<file path="src/rtl/gate_sweep_pkg.sv">
// Shared types and sizing helpers for the gate sweep sequencers.
package gate_sweep_pkg;

  typedef enum logic [1:0] {IDLE, APPLY, CHECK, DONE} state_t;

  function automatic int num_vec(input int n_in);
    return 1 << n_in;
  endfunction

  // A one-cycle settle still needs a 1-bit counter to hold the value 0.
  function automatic int cnt_width(input int settle);
    return (settle > 1) ? $clog2(settle) : 1;
  endfunction

  localparam int N_IN_DEF    = 3;
  localparam int SETTLE_DEF  = 1;
  localparam int NUM_VEC_DEF = num_vec(N_IN_DEF);
  localparam int CNT_W_DEF   = cnt_width(SETTLE_DEF);

endpackage

</file>
<file path="src/rtl/gate_sweep_ctrl_settle_timer.sv">
// Loadable down-counter with a zero flag; holds at zero until reloaded.
module settle_timer #(
  parameter int W = 1
) (
  input  logic         clk,
  input  logic         rst_n,
  input  logic         load,
  input  logic [W-1:0] load_val,
  input  logic         dec,
  output logic         zero
);

  logic [W-1:0] cnt;

  always_ff @(posedge clk or negedge rst_n) begin
    if (!rst_n)                cnt <= '0;
    else if (load)             cnt <= load_val;
    else if (dec && cnt != '0) cnt <= cnt - W'(1);
  end

  assign zero = (cnt == '0);

endmodule

</file>
<file path="src/rtl/gate_sweep_ctrl.sv">
// Exhaustive truth-table sweep of a small combinational block with result capture.
module gate_sweep_ctrl
  import gate_sweep_pkg::*;
#(
  parameter int N_IN   = N_IN_DEF,
  parameter int SETTLE = SETTLE_DEF
) (
  input  logic                     clk,
  input  logic                     rst_n,
  input  logic                     start,
  input  logic                     abort,
  input  logic [num_vec(N_IN)-1:0] expect_tt,
  input  logic                     dut_out,
  output logic [N_IN-1:0]          dut_in,
  output logic                     busy,
  output logic                     done,
  output logic                     pass,
  output logic [N_IN:0]            err_count,
  output logic                     first_err_valid,
  output logic [N_IN-1:0]          first_err_vec
);

  localparam int                 NUM_VEC  = num_vec(N_IN);
  localparam int                 CNT_W    = cnt_width(SETTLE);
  localparam logic [CNT_W-1:0]   RELOAD   = CNT_W'(SETTLE - 1);
  localparam logic [N_IN-1:0]    LAST_VEC = N_IN'(NUM_VEC - 1);

  state_t          state, state_n;
  logic [N_IN-1:0] vec, vec_n;
  logic [N_IN:0]   err_n;
  logic            tmr_load, tmr_dec, tmr_zero;
  logic            clear, cmp_en, mismatch, running_n;

  settle_timer #(.W(CNT_W)) u_timer (
    .clk      (clk),
    .rst_n    (rst_n),
    .load     (tmr_load),
    .load_val (RELOAD),
    .dec      (tmr_dec),
    .zero     (tmr_zero)
  );

  assign mismatch = (dut_out != expect_tt[vec]);

  always_comb begin
    state_n  = state;
    vec_n    = vec;
    tmr_load = 1'b0;
    tmr_dec  = 1'b0;
    clear    = 1'b0;
    cmp_en   = 1'b0;
    case (state)
      IDLE: if (start) begin
        state_n  = APPLY;
        vec_n    = '0;
        tmr_load = 1'b1;
        clear    = 1'b1;
      end
      APPLY: begin
        if (abort) begin
          state_n = IDLE;
          vec_n   = '0;
        end else if (tmr_zero) state_n = CHECK;
        else                   tmr_dec = 1'b1;
      end
      CHECK: begin
        // abort wins over the compare, so the current vector is never scored
        if (abort) begin
          state_n = IDLE;
          vec_n   = '0;
        end else begin
          cmp_en = 1'b1;
          if (vec == LAST_VEC) begin
            state_n = DONE;
            vec_n   = '0;
          end else begin
            state_n  = APPLY;
            vec_n    = vec + N_IN'(1);
            tmr_load = 1'b1;
          end
        end
      end
      DONE:    state_n = IDLE;
      default: state_n = IDLE;
    endcase
    err_n     = clear ? '0 : err_count + (N_IN+1)'(cmp_en && mismatch);
    running_n = (state_n == APPLY) || (state_n == CHECK);
  end

  always_ff @(posedge clk or negedge rst_n) begin
    if (!rst_n) begin
      state  <= IDLE;
      vec    <= '0;
      dut_in <= '0;
      busy   <= 1'b0;
      done   <= 1'b0;
    end else begin
      state  <= state_n;
      vec    <= vec_n;
      dut_in <= running_n ? vec_n : '0;
      busy   <= running_n;
      done   <= (state_n == DONE);
    end
  end

  always_ff @(posedge clk or negedge rst_n) begin
    if (!rst_n) begin
      err_count       <= '0;
      pass            <= 1'b0;
      first_err_valid <= 1'b0;
      first_err_vec   <= '0;
    end else begin
      err_count <= err_n;
      if (clear) begin
        pass            <= 1'b0;
        first_err_valid <= 1'b0;
        first_err_vec   <= '0;
      end else begin
        if (state_n == DONE) pass <= (err_n == '0);
        if (cmp_en && mismatch && !first_err_valid) begin
          first_err_valid <= 1'b1;
          first_err_vec   <= vec;
        end
      end
    end
  end

endmodule

</file>
<file path="config.mk">
export PLATFORM = sky130hd
export DESIGN_NAME = gate_sweep_ctrl
export DESIGN_NICKNAME = d
export VERILOG_FILES = /design/src/rtl/gate_sweep_pkg.sv /design/src/rtl/gate_sweep_ctrl_settle_timer.sv /design/src/rtl/gate_sweep_ctrl.sv
export SDC_FILE = /design/constraint.sdc
export NUM_CORES = 1
export LEC_CHECK = 0
export ABC_AREA = 1
export BUFFER_PORTS_ARGS = -buffer_cell sky130_fd_sc_hd__buf_4
export CAP_MARGIN = 30
export CORE_MARGIN = 2
export CORE_UTILIZATION = 43
export DETAILED_ROUTE_END_ITERATION = 8
export GPL_ROUTABILITY_DRIVEN = 0
export PLACE_DENSITY = 0.67
export SLEW_MARGIN = 10
export SYNTH_ARGS = -nofsm -noshare
export SYNTH_HDL_FRONTEND = slang
export SYNTH_HIERARCHICAL = 1
export SYNTH_SLANG_ARGS = --single-unit
</file>
<file path="constraint.sdc">
create_clock -name clk -period 4.9 [get_ports clk]
set_input_delay 0.49 -clock clk [delete_from_list [all_inputs] [get_ports clk]]
set_output_delay 0.49 -clock clk [all_outputs]
set_load 0.1 [all_outputs]
</file>
# After elaboration in Yosys (flattened, before gate mapping)
# Cells that the tools add are included.
totals:
  ff_bits: 20
  latchBits: 0
  ramBits: 0
  rom_bits: 0
  in_bits: 13
  wordCells: 65
  mem_count: 0
op_classes:
  n_addsub: 3
  multipliers: 0
  div_mod_pow: 0
  n_lt_le_gt_ge: 1
  eq_ne: 8
  n_shift: 0
  n_mux: 33
  n_bitwise: 0
  reduce_logical: 10
op_table:
  columns: ["cell", "count"]
  rows:
  - ["$mux 3", 7]
  - ["$mux 1", 16]
  - ["$mux 2", 5]
  - ["$pmux 3 s3", 1]
  - ["$eq 2x2->1 const B", 4]
  - ["$pmux 2 s4", 1]
  - ["$reduce_bool 2->1", 3]
  - ["$add 4x1->4", 1]
  - ["$eq 2x1->1 const B", 2]
  - ["$logic_not 4->1", 1]
  - ["$lt 3x4->1 const B", 1]
  - ["$mux 4", 1]
  - ["$add 3x1->3 const B", 1]
  - ["$bmux 1 s3", 1]
  - ["$eq 3x3->1 const B", 1]
  - ["$logic_and 1x1->1", 3]
  - ["$logic_not 2->1", 1]
  - ["$pmux 1 s2", 1]
  - ["$logic_not 1->1", 1]
  - ["$logic_or 1x1->1", 1]
  - ["$ne 1x1->1", 1]
  - ["$sub 1x1->1 const B", 1]

# Depth between registers and ports, before layout
# Gate-level depths: netlist of run 1.
logic_depth:
  word_depth: 9
  mapped_depth: 15

# Hierarchy
# Netlist of run 1, hierarchy kept.
by_module_without_submodules:
  columns: ["module", "instances", "cells_per_inst", "area_each_um2", "seq_area_each_um2"]
  rows:
  - ["gate_sweep_ctrl", 1, 115, 968.4, 475.5]
  - ["settle_timer", 1, 7, 48.8, 25.0]

# Worst setup path after synthesis of run 1
# OpenSTA, ideal clock, no wires.
synth_path:
  path_type: "reg-to-reg"
  startpoint: "register vec[0]"
  endpoint: "register pass"
  setup_ps: 94
  t_arrival_ps: 1957
  t_required_ps: 4806
  slack_ps: 2849
  stages_incl_launch_ff: 15
  period_less_slack_ps: 2051
  path_cell_list: "dfrtp_1 -> inv_2 -> or2_0 -> nand2_1 -> nand3_2 -> nand2_1 -> nand2_2 -> nand2_2 -> nor2_4 -> ha_1 -> ha_1 -> xor2_1 -> nand2_1 -> nand3_1 -> a211oi_1"
synth_between:
  elab_chain_cells: 9
synth_lines:
  columns: ["element", "line", "rtl"]
  rows:
  - ["start, declared", "gate_sweep_ctrl.sv:29", "logic [N_IN-1:0] vec, vec_n;"]
  - ["start signal, assigned", "gate_sweep_ctrl.sv:99", "vec <= vec_n;"]
  - ["$bmux 1 s3", "gate_sweep_ctrl.sv:43", "assign mismatch = (dut_out != expect_tt[vec]);"]
  - ["$mux 1 (implied by the code)", "gate_sweep_ctrl.sv:43", null]
  - ["$ne 1x1->1", "gate_sweep_ctrl.sv:43", null]
  - ["$logic_and 1x1->1", "gate_sweep_ctrl.sv:86", "err_n = clear ? '0 : err_count + (N_IN+1)'(cmp_en && mismatch);"]
  - ["$add 4x1->4", "gate_sweep_ctrl.sv:86", null]
  - ["$mux 4", "gate_sweep_ctrl.sv:86", null]
  - ["$logic_not 4->1", "gate_sweep_ctrl.sv:119", "if (state_n == DONE) pass <= (err_n == '0);"]
  - ["$mux 1", "gate_sweep_ctrl.sv:119", null]
  - ["$mux 1", "gate_sweep_ctrl.sv:114", "if (clear) begin"]
  - ["end signal, assigned", "gate_sweep_ctrl.sv:119", null]
  - ["end, declared", "gate_sweep_ctrl.sv:17", "output logic pass,"]
# Parallel ways exist; a longest one is shown, timed or not. The select of a mux whose other input is x is not followed.
# A chain may end at the register's enable or synchronous reset.

# Worst setup path after layout of run 1
layout_path:
  startpoint: "register vec[0]"
  endpoint: "register pass"
layout_between:
  elab_chain_cells: 9
layout_lines:
  columns: ["element", "line", "rtl"]
  rows:
  - ["$bmux 1 s3", "gate_sweep_ctrl.sv:43", null]
  - ["$mux 1 (implied by the code)", "gate_sweep_ctrl.sv:43", null]
  - ["$ne 1x1->1", "gate_sweep_ctrl.sv:43", null]
  - ["$logic_and 1x1->1", "gate_sweep_ctrl.sv:86", null]
  - ["$add 4x1->4", "gate_sweep_ctrl.sv:86", null]
  - ["$mux 4", "gate_sweep_ctrl.sv:86", null]
  - ["named net err_n[1]", "gate_sweep_ctrl.sv:30", "logic [N_IN:0] err_n;"]
  - ["$logic_not 4->1", "gate_sweep_ctrl.sv:119", null]
  - ["$mux 1", "gate_sweep_ctrl.sv:119", null]
  - ["$mux 1", "gate_sweep_ctrl.sv:114", null]
# The timed path passes the listed nets, and every way through them passes these cells. The select of a mux whose other input is x is not followed.

==> results.md, run 1 <==
- Post-synthesis mux area share: 0%
- Cell variety after synth: 20
- Area growth, synth to finish: 24.8%
- Main combinational cell family by area after synthesis: simple AND/OR/NAND/NOR gates
- Final Max Slew Viols: 0
- Syn Nets: 140
- Internal: around 0.28 mW
- Post-cts hold buffer count: 0
- Post-Synth Simple-Gate Area: around 29%
- Post-DRT Antenna Nets: 0
- First-pass GRT wire length: 3.19 mm
- Initial DRT Pass Iterations: 4
- Top cell type's share of synthesized area: 49.2%
- Core area: 2230 um^2
- Longest Clk Path Bufs: 2
- Crit Path Max Fanout: 8
- CP max stage delay: between 500 and 600 ps
- Pin count of the biggest net entering global routing: 21
- Syn. warnings: 6
- Final wirelength: roughly 1.9 mm
- Final hold viol count: 0
- I/O Buffers: 26
- Final Cycle Share: 46.8%
- Unrepaired setup endpoints after global routing: no
- CTS tree: done
- Tot Pwr: 0.533 mW
- Avg Cell Area, Syn: roughly 8.3 um^2
- Critical Path Source Type: flip-flop
- Crit path buffers/inverters: 2
- Via density: about 4.8
- Die area: between 2000 and 3000 um^2
- Pwr/cell area: 420 nW/um^2
- Adder-Cell Fraction of Synth Area: under 10%
- Status: completed
- Switching pwr: between 0.2 and 0.3 mW
- Post-route DRC violation count: 0
- Critical path capture point type: flip-flop
- Final setup violation count: 0
- Ant. Diodes: 0
- CTS resizes: 0
- Number of vias in the routed layout: ~860
- Max-Cap Viols: 0
- Min-delay worst type: primary input to async pin
- Starting density of the core: 45.5%
- Drt initial violations: 14
- Slowest stage cell, crit path: dfrtp_1
- Clk root buf: clkbuf_4
- Share of layout cells above drive strength 1: between 20 and 30%
- CTS H-tree lvls: 1
- Antenna violations before repair: 0
- Post-synthesis compound-gate area fraction: 4.43%
- WP data arrival: about 2500 ps
- Rows: 17
- Syn Inst Count: 122
- Die Wd: 52.6 um
- Critical path, cell by cell: inv_2, or2_0, nand2_1, nand3_2, nand2_1, nand2_2, nand2_2, nor2_4, ha_1, ha_1, inv_1, nor2_1, nor2_1, nand3_1, a211oi_1
- Top post-synthesis cells by area: dfrtp_1 (49%), nand2_1 (8.9%), inv_1 (7.4%)
- Routed len/inst: 10.7 um
- Setup WS pre-CTS: roughly 2600 ps
- Clk sinks: 20
- Total Routing Usage GR: between 10% and 20%
- Post-Synth XOR/XNOR Area: 0.861%
- Filler cells: ~200
- Post-synthesis cell area: approximately 1000 um^2
- Clock latency on the worst-skew pair: around 290 ps
- Grt total ovfl: 0
- Clock group share of total power: 13.8%
- Die Span Y: ~53 um
- Vias in the first global route: between 700 and 800
- Io pins: 27
- Post-CTS Setup Inserts: 0
- Switching Share: about 48%
- FMAX: 436 MHz
- Worst setup path class: flip-flop to flip-flop
- Clk_skew: around 1.2 ps
- Setup tns final: 0 ps
- CTS buffer count: 3
- Logic pwr share: between 40% and 50%
- Worst EP required: between 5000 and 6000 ps
- Delay-heaviest family, CP: simple AND/OR/NAND/NOR gates
- Flops & latches, synth: 20
- VDD IR max: approximately 0.26 mV
- Detailed Place HPWL: roughly 1.5 mm
- Total Nets Final: 171
- Leading area contributor after synthesis: dfrtp_1
- CTS clock-pin slew for the worst setup and hold paths: approximately 100 ps
- Share of the yosys chip area belonging to registers: 49.2%
- Fin worst setup slack: 2610 ps
- Power share of the sequential group: around two fifths
- Leak: roughly 0.75 nW
- Final min period: 2290 ps
-- worst paths after layout --
check	cells after the start	slack [ps]	from	endpoint
min in group clk	2	510	u_timer/cnt	u_timer/cnt
max	15	2610	vec[0]	pass
max reg2reg	15	2610	vec[0]	pass
max in group asynchronous	1	4640	rst_n	vec[1]
min	1	60	rst_n	err_count[3]
min reg2reg	2	510	u_timer/cnt	u_timer/cnt
-- layer usage --
layer	track usage, %	routed length (um)	up-vias
li1	-	-	444
met5	0	0	-
met3	6.00	100	0
met1	20.4	871	392
met2	25.2	941	23
met4	1.28	0	0
-- area by class of cell --
cell class / count / area [um^2] / share of cell area (%)
sequential: 20 / 500 / 39.4
multi-input combinational: 76 / 419 / 33.0
timing repair buffer: 26 / 195 / 15.4
inverter: 26 / 97.6 / 7.68
tap: 28 / 35.0 / 2.76
clock buffer: 3 / 22.5 / 1.77
-- cells in the final DEF (no fill, tap or decap), types with 2 or more instances in the layout --
master,netlist,layout
nand3_2,3,3
inv_1,20,20
nand3b_1,2,2
clkbuf_4,0,3
nand2_1,24,24
inv_2,6,6
ha_1,5,5
nor2_1,9,9
o21ai_1,3,3
a21oi_1,3,3
dfrtp_1,20,20
nand3_1,14,14
nand2_2,3,3
a211oi_1,2,2
nand4_1,2,2
buf_4,0,26
-- state kept, by name, indices dropped and copies added, names as in the netlist, 2 cells and up --
| name | count |
|---|---|
| state | 2 |
| err_count | 4 |
| dut_in | 3 |
| first_err_vec | 3 |
| vec | 3 |
-- Yosys cell counts --
cell / instances
a21oi_1: 3
ha_1: 5
nand4_1: 2
xor2_1: 1
a211oi_1: 2
nor2_4: 1
nand3_1: 14
inv_1: 20
inv_2: 6
nor2_1: 9
or2_0: 1
nand3_2: 3
o21ai_1: 3
nor4_1: 1
nand2_1: 24
nand2_2: 3
dfrtp_1: 20
nor3_1: 1
nand3b_1: 2
conb_1: 1
-- cell families (layout without fill, tap and decap cells) --
family                     Yosys count  in the layout
and+or+nand+nor                     61             61
buffers and inverters               26             55
DFF                                 20             20
AOI/OAI and AO/OA                    8              8
adders and majority gates            5              5
other                                1              1
xor gates and xnor gates             1              1
-- worst register-to-register path, cell delays in order (launching register included) --
cell and delay [ps]:
dfrtp_1 510, inv_2 110, or2_0 200, nand2_1 70
nand3_2 70, nand2_1 80, nand2_2 60, nand2_2 70
nor2_4 40, ha_1 210, ha_1 270, inv_1 50
nor2_1 40, nor2_1 90, nand3_1 70, a211oi_1 240
-- power groups by stage --
| stage | Combinational [mW] | Sequential [mW] | Clock [mW] |
|---|---|---|---|
| after floorplan | 0.0868 | 0.318 | 0 |
| after global placement | 0.246 | 0.216 | 0 |
| after detailed placement | 0.248 | 0.217 | 0 |
| after CTS | 0.248 | 0.214 | 0.0781 |
| after global routing | 0.270 | 0.218 | 0.0828 |
| final | 0.246 | 0.214 | 0.0733 |
-- stage by stage --
step           instances  util, %  hold WS [ps]  area, um^2
4_1_cts              179     56.9          48.3        1270
2_1_floorplan        122        -           194        1020
3_5_place_dp         176     55.9           384        1250
6_report             179     56.9          55.4        1270
5_1_grt              179     56.9          54.5        1270
3_3_place_gp         176     55.9           379        1250
No activity file was read; power rests on OpenSTA's default activity.
==> inputs of run 2 (changes only) <==
PLACE_DENSITY = 0.7   (was 0.67)
clock period = 1.85 ns   (was 4.9 ns; I/O delays follow)
==> run 2 against run 1 <==
Net effect:
- critical path type unchanged
- utilization grew 6.3 points
- critical endpoint unchanged
- largest cell class unchanged
- largest power group unchanged
- the flow now finishes with violations (setup timing)
- die area is the same
- sequential power grew to 2.7 times the previous value
- combinational power grew to 2.9 times the previous value
- wire length rose by 15%
- fmax increased by 14%
- hold slack better by 150 ps
- highest routed layer is now met4
==> results.md, run 2 (synthesized netlist as in run 1, its figures left out) <==
- Status: finished with violations
- Violated checks: setup timing
- Setup WS pre-CTS: -193 ps (-2790 ps)
- Total Routing Usage GR: 17.5% (+2.0 points)
- Initial DRT Pass Iterations: 8 (+4)
- FMAX: 498 MHz (+14%)
- Most common cell after layout, fill and taps aside: buf_4
- I/O Buffers: 26 (unchanged)
- CTS tree: done
- Via density: 5.02 (+4.6%)
- CTS buffer count: 3 (unchanged)
- Max-Cap Viols: 0 (unchanged)
- Slowest stage cell, crit path: dfrtp_2
- Io pins: 27 (unchanged)
- Pwr/cell area: 1060 nW/um^2 (+150%)
- Post-route DRC violation count: 0 (unchanged)
- Final min period: 2010 ps (-285 ps)
- Met3 usage: 2.57% (-3.4 points)
- Area growth, synth to finish: 38.6%
- Final wirelength: 2.20 mm (+15%)
- Die Span Y: 52.6 um (unchanged)
- Clk_skew: 9.23 ps (+8.06 ps)
- Worst setup path class: flip-flop to flip-flop
- CTS clock-pin slew for the worst setup and hold paths: 120 ps (+20 ps)
- Critical Path Source Type: flip-flop
- Post-DRT Antenna Nets: 0 (unchanged)
- VDD IR max: 1.00 mV (+280%)
- Ant. Diodes: 0 (unchanged)
- Clk root buf: clkbuf_4
- Post-layout util: 63.1% (+6.3 points)
- Starting density of the core: 45.5% (unchanged)
- Antenna violations before repair: 0 (unchanged)
- Grt total ovfl: 0 (unchanged)
- Clock latency on the worst-skew pair: 290 ps (about the same)
- Final Max Slew Viols: 0 (unchanged)
- Die area: 2770 um^2 (unchanged)
- Tot Pwr: 1.50 mW (+180%)
- Die Wd: 52.6 um (unchanged)
- Grt met1 use: 22.2% (+1.8 points)
- Critical path capture point type: flip-flop
- WP data arrival: 2220 ps (-270 ps)
- Most Crowded Layer GR: met2
- Core area: 2230 um^2 (unchanged)
- Worst EP required: 2060 ps (-3030 ps)
- Vias in the first global route: 857 (+13%)
- Max FFs per register: 4 (unchanged)
- Longest Clk Path Bufs: 2 (unchanged)
- Total Nets Final: 182 (+6.4%)
- Non-Filler Instances: 191 (+6.7%)
- Crit Path Max Fanout: 6 (-2)
- Leak: 0.804 nW (+7.4%)
- CP most frequent cell: nand2_2
- Final setup violation count: 2 (+2)
- Commonest cells after routing, fill and taps aside: buf_4 (36), nand2_1 (23), inv_1 (19), dfrtp_1 (19), nand3_1 (12)
- Dpl cells: 183 (+4.0%)
- Pin count of the biggest net entering global routing: 21 (unchanged)
- Fin worst setup slack: -156 ps (-2770 ps)
- Routed len/inst: 11.5 um (+7.9%)
- Final Cycle Share: 108% (+62 points)
- Drt initial violations: 13 (-1)
- Critical path, cell by cell: inv_4, or2_0, nand2_1, nand3_2, nand2_2, nand2_2, nand2_2, nor2_4, ha_4, ha_4, xor2_1, nand2_1, nand3_2, a211oi_2
- CTS H-tree lvls: 1 (unchanged)
- Unrepaired setup endpoints after global routing: yes
- Detailed Place HPWL: 1.69 mm (+10%)
- CP max stage delay: 460 ps (-50 ps)
- Final hold viol count: 0 (unchanged)
- Worst Hold Slack: 209 ps (+153 ps)
- Share of layout cells above drive strength 1: 38.0% (+10 points)
- Grt met2 use: 31.3% (+6.0 points)
- Worst R2R Setup Slack: -160 ps (-2770 ps)
- Top reg by flops: err_count
- Min-delay worst type: primary input to flip-flop
- Number of vias in the routed layout: 959 (+12%)
- First-pass GRT wire length: 3.66 mm (+14%)
- Clk sinks: 20 (unchanged)
- Rows: 17 (unchanged)
run 2: repair_timing:
action,CTS,global route
gates resized for setup,6,4
hold buffers,1,0
setup endpoints to repair,3,4
setup buffers,2,1
pin swaps,8,8
hold endpoints to repair,20,0
gates cloned,0,0
run 2: per-stage QoR:
| stage | area, um^2 | TNS, ps |
|---|---|---|
| finish | 1410 | -191 |
| detailed placement | 1300 | -193 |
| CTS | 1390 | -265 |
| global placement | 1300 | -121 |
| floorplan | 1020 | -136 |
| global route | 1410 | -557 |
run 2: worst paths after layout:
kind	cells after the start	to	from
min	4	state[1]	abort
max	14	pass	vec[0]
max in group asynchronous	2	vec[0]	rst_n
max reg2reg	14	pass	vec[0]
min in group asynchronous	2	first_err_vec[1]	rst_n
min reg2reg	2	first_err_vec[1]	first_err_vec[1]
run 2: final cells by class:
cell class	instances	area [um^2]
Fill cell	197	823
Tap cell	28	35.0
Sequential cell	20	502
Clock buffer	4	26.3
Multi-Input combinational cell	76	467
Inverter	26	100
Timing Repair Buffer	37	280
run 2: worst max-delay path: cells and delay by family, from the launching register on:
kind | cells | cell delay (ps)
adder cells (fa/ha/maj) | 2 | 310
AO/OA/AOI/OAI | 1 | 170
AND/OR/NAND/NOR | 9 | 760
XOR/XNOR | 1 | 150
flip-flops | 1 | 460
buffers and inverters | 1 | 60
run 2: per-layer routing:
metal | vias to the layer above | share of wire, %
met5 | - | 0
met2 | 35 | 52
met3 | 2 | 6.9
met1 | 454 | 41
li1 | 468 | -
met4 | 0 | 0.27
run 2: power by group:
group | total (mW) | internal (mW) | switching (mW)
Combinational | 0.719 | 0.197 | 0.522
Sequential | 0.568 | 0.508 | 0.0605
Clock | 0.212 | 0.0838 | 0.129
==> inputs of run 3 (changes only) <==
SKIP_CTS_REPAIR_TIMING = 1   (was default)
==> run 3 against run 2 <==
Net effect:
- the run still ends with setup timing left
- critical path depth did not move
- hold slack got worse by 4.2 ps
- sequential power barely moved
- global-route usage fell by 0.72 points
- cell count fell by 0.52%
- sequential share of layout area rose by 0.51 points
- fmax fell by 2.4%
- critical path type unchanged
- largest power group unchanged
==> results.md, run 3 (synthesized netlist as in run 1, its figures left out) <==
- CP most frequent cell: nand2_2
- Core area: 2230 um^2 (unchanged)
- Grt total ovfl: 0 (unchanged)
- CP max stage delay: 450 ps (about the same)
- Final wirelength: 2.20 mm (about the same)
- Die Wd: 52.6 um (unchanged)
- Top reg by flops: err_count
- Ant. Diodes: 0 (unchanged)
- WP data arrival: 2270 ps (+50 ps)
- Final setup violation count: 2 (unchanged)
- CTS clock-pin slew for the worst setup and hold paths: 120 ps (about the same)
- CTS buffer count: 3 (unchanged)
- Power share of the sequential group: 38.1% (+0.2 points)
- Critical path capture point type: flip-flop
- Worst setup path class: flip-flop to flip-flop
- Final hold viol count: 0 (unchanged)
- FMAX: 486 MHz (-2.4%)
- Switching Share: 47.7% (+0.26 points)
- Post-layout util: 62.2% (-0.90 points)
- Clock latency on the worst-skew pair: 300 ps (about the same)
- Die area: 2770 um^2 (unchanged)
- Setup WS pre-CTS: -193 ps (unchanged)
- Total Nets Final: 181 (-0.55%)
- Storage element area: 502 um^2 (unchanged)
- Status: finished with violations
- Dpl cells: 183 (unchanged)
- Final Cycle Share: 111% (+2.7 points)
- Pin count of the biggest net entering global routing: 21 (unchanged)
- Max-Cap Viols: 0 (unchanged)
- Share of layout cells above drive strength 1: 35.8% (-2.2 points)
- Area growth, synth to finish: 36.7%
- First-pass GRT wire length: 3.51 mm (-4.2%)
- Final Max Slew Viols: 0 (unchanged)
- Max FFs per register: 4 (unchanged)
- Longest Clk Path Bufs: 2 (unchanged)
- Setup tns final: -231 ps (-39.9 ps)
- Violated checks: setup timing
- Switching pwr: 0.710 mW (-0.18%)
- Min-delay worst type: primary input to flip-flop
- Critical Path Source Type: flip-flop
- Slowest stage cell, crit path: dfrtp_2
- Commonest cells after routing, fill and taps aside: buf_4 (35), nand2_1 (23), inv_1 (19), dfrtp_1 (19), nand3_1 (14)
- Drt initial violations: 17 (+4)
- Clk_skew: 7.30 ps (-1.93 ps)
- Logic pwr share: 47.5% (-0.5 points)
- Initial DRT Pass Iterations: 4 (-4)
- Routed len/inst: 11.6 um (+0.48%)
- Via density: 4.92 (-2.1%)
- Fin worst setup slack: -206 ps (-49.3 ps)
- Vias in the first global route: 838 (-2.2%)
- Number of vias in the routed layout: 934 (-2.6%)
- CTS H-tree lvls: 1 (unchanged)
- Filler cells: 204 (+3.6%)
- Final min period: 2060 ps (+49.3 ps)
- Worst Hold Slack: 205 ps (-4.16 ps)
- Rows: 17 (unchanged)
- Post-DRT Antenna Nets: 0 (unchanged)
- Clk sinks: 20 (unchanged)
- Most common cell after layout, fill and taps aside: buf_4
- Non-Filler Instances: 190 (-0.52%)
- Unrepaired setup endpoints after global routing: yes
- I/O Buffers: 26 (unchanged)
- Die Span Y: 52.6 um (unchanged)
- Starting density of the core: 45.5% (unchanged)
- Total Routing Usage GR: 16.8% (-0.72 points)
- Clk root buf: clkbuf_4
- Clock group share of total power: 14.4% (+0.2 points)
- Pwr/cell area: 1070 nW/um^2 (+0.72%)
- Multi-input gate area: 454 um^2 (-2.7%)
- Leak: 0.792 nW (-1.5%)
- Post-route DRC violation count: 0 (unchanged)
- Internal: 0.780 mW (-1.2%)
- Critical path, cell by cell: inv_4, or2_0, nand2_1, nand3_2, nand2_2, nand2_2, nand2_2, nor2_4, ha_4, ha_4, xor2_1, nand2_1, nand3_1, a211oi_2
- Detailed Place HPWL: 1.69 mm (unchanged)
- VDD IR max: 1.01 mV (+0.12%)
- Io pins: 27 (unchanged)
- Crit Path Max Fanout: 6 (unchanged)
- Worst EP required: 2070 ps (about the same)
- Antenna violations before repair: 0 (unchanged)
- CTS tree: done
run 3: area by class of cell:
cell class	instances	share of cell area (%)
Timing Repair Buffer	36	19.6
Inverter	26	7.20
Sequential cell	20	36.1
Clock buffer	4	1.89
Tap cell	28	2.52
Multi-Input combinational cell	76	32.7
run 3: final timing paths:
kind / cells after the start / slack [ps] / start / to
max: 14 / -210 / vec[0] / pass
min: 4 / 200 / abort / state[1]
max reg2reg: 14 / -210 / vec[0] / pass
min reg2reg: 2 / 520 / first_err_vec[1] / first_err_vec[1]
max in group asynchronous: 2 / 1340 / rst_n / vec[0]
min in group asynchronous: 2 / 280 / rst_n / first_err_vec[1]
run 3: worst max-delay path, delay by kind of cell, from the launching register on:
kind	cells	cell delay [ps]
XOR/XNOR	1	150
buffers and inverters	1	50
AO/OA/AOI/OAI	1	210
AND/OR/NAND/NOR	9	790
flip-flops	1	450
adder cells (fa/ha/maj)	2	310
run 3: power groups by stage:
stage	Combinational [mW]	Clock (mW)	Sequential, mW
after floorplan	0.230	0	0.843
after global placement	0.672	0	0.567
after detailed placement	0.684	0	0.571
after CTS	0.686	0.220	0.564
after global routing	0.766	0.234	0.580
final	0.707	0.215	0.567
run 3: per-stage QoR:
step	cell area, um^2	power (mW)
3_3_place_gp	1300	1.24
4_1_cts	1330	1.47
5_1_grt	1390	1.58
2_1_floorplan	1020	1.07
3_5_place_dp	1300	1.25
6_report	1390	1.49
run 3: per-layer routing:
metal  track usage [%]  wire length (um)  part of all wire [%]  vias to the layer above
li1                  -                 -                     -                      465
met1              21.1               904                    41                      445
met2              30.0              1190                    54                       24
met3              2.57               108                   4.9                        0
met4              3.85                 0                     0                        0
met5                 0                 0                     0                        -
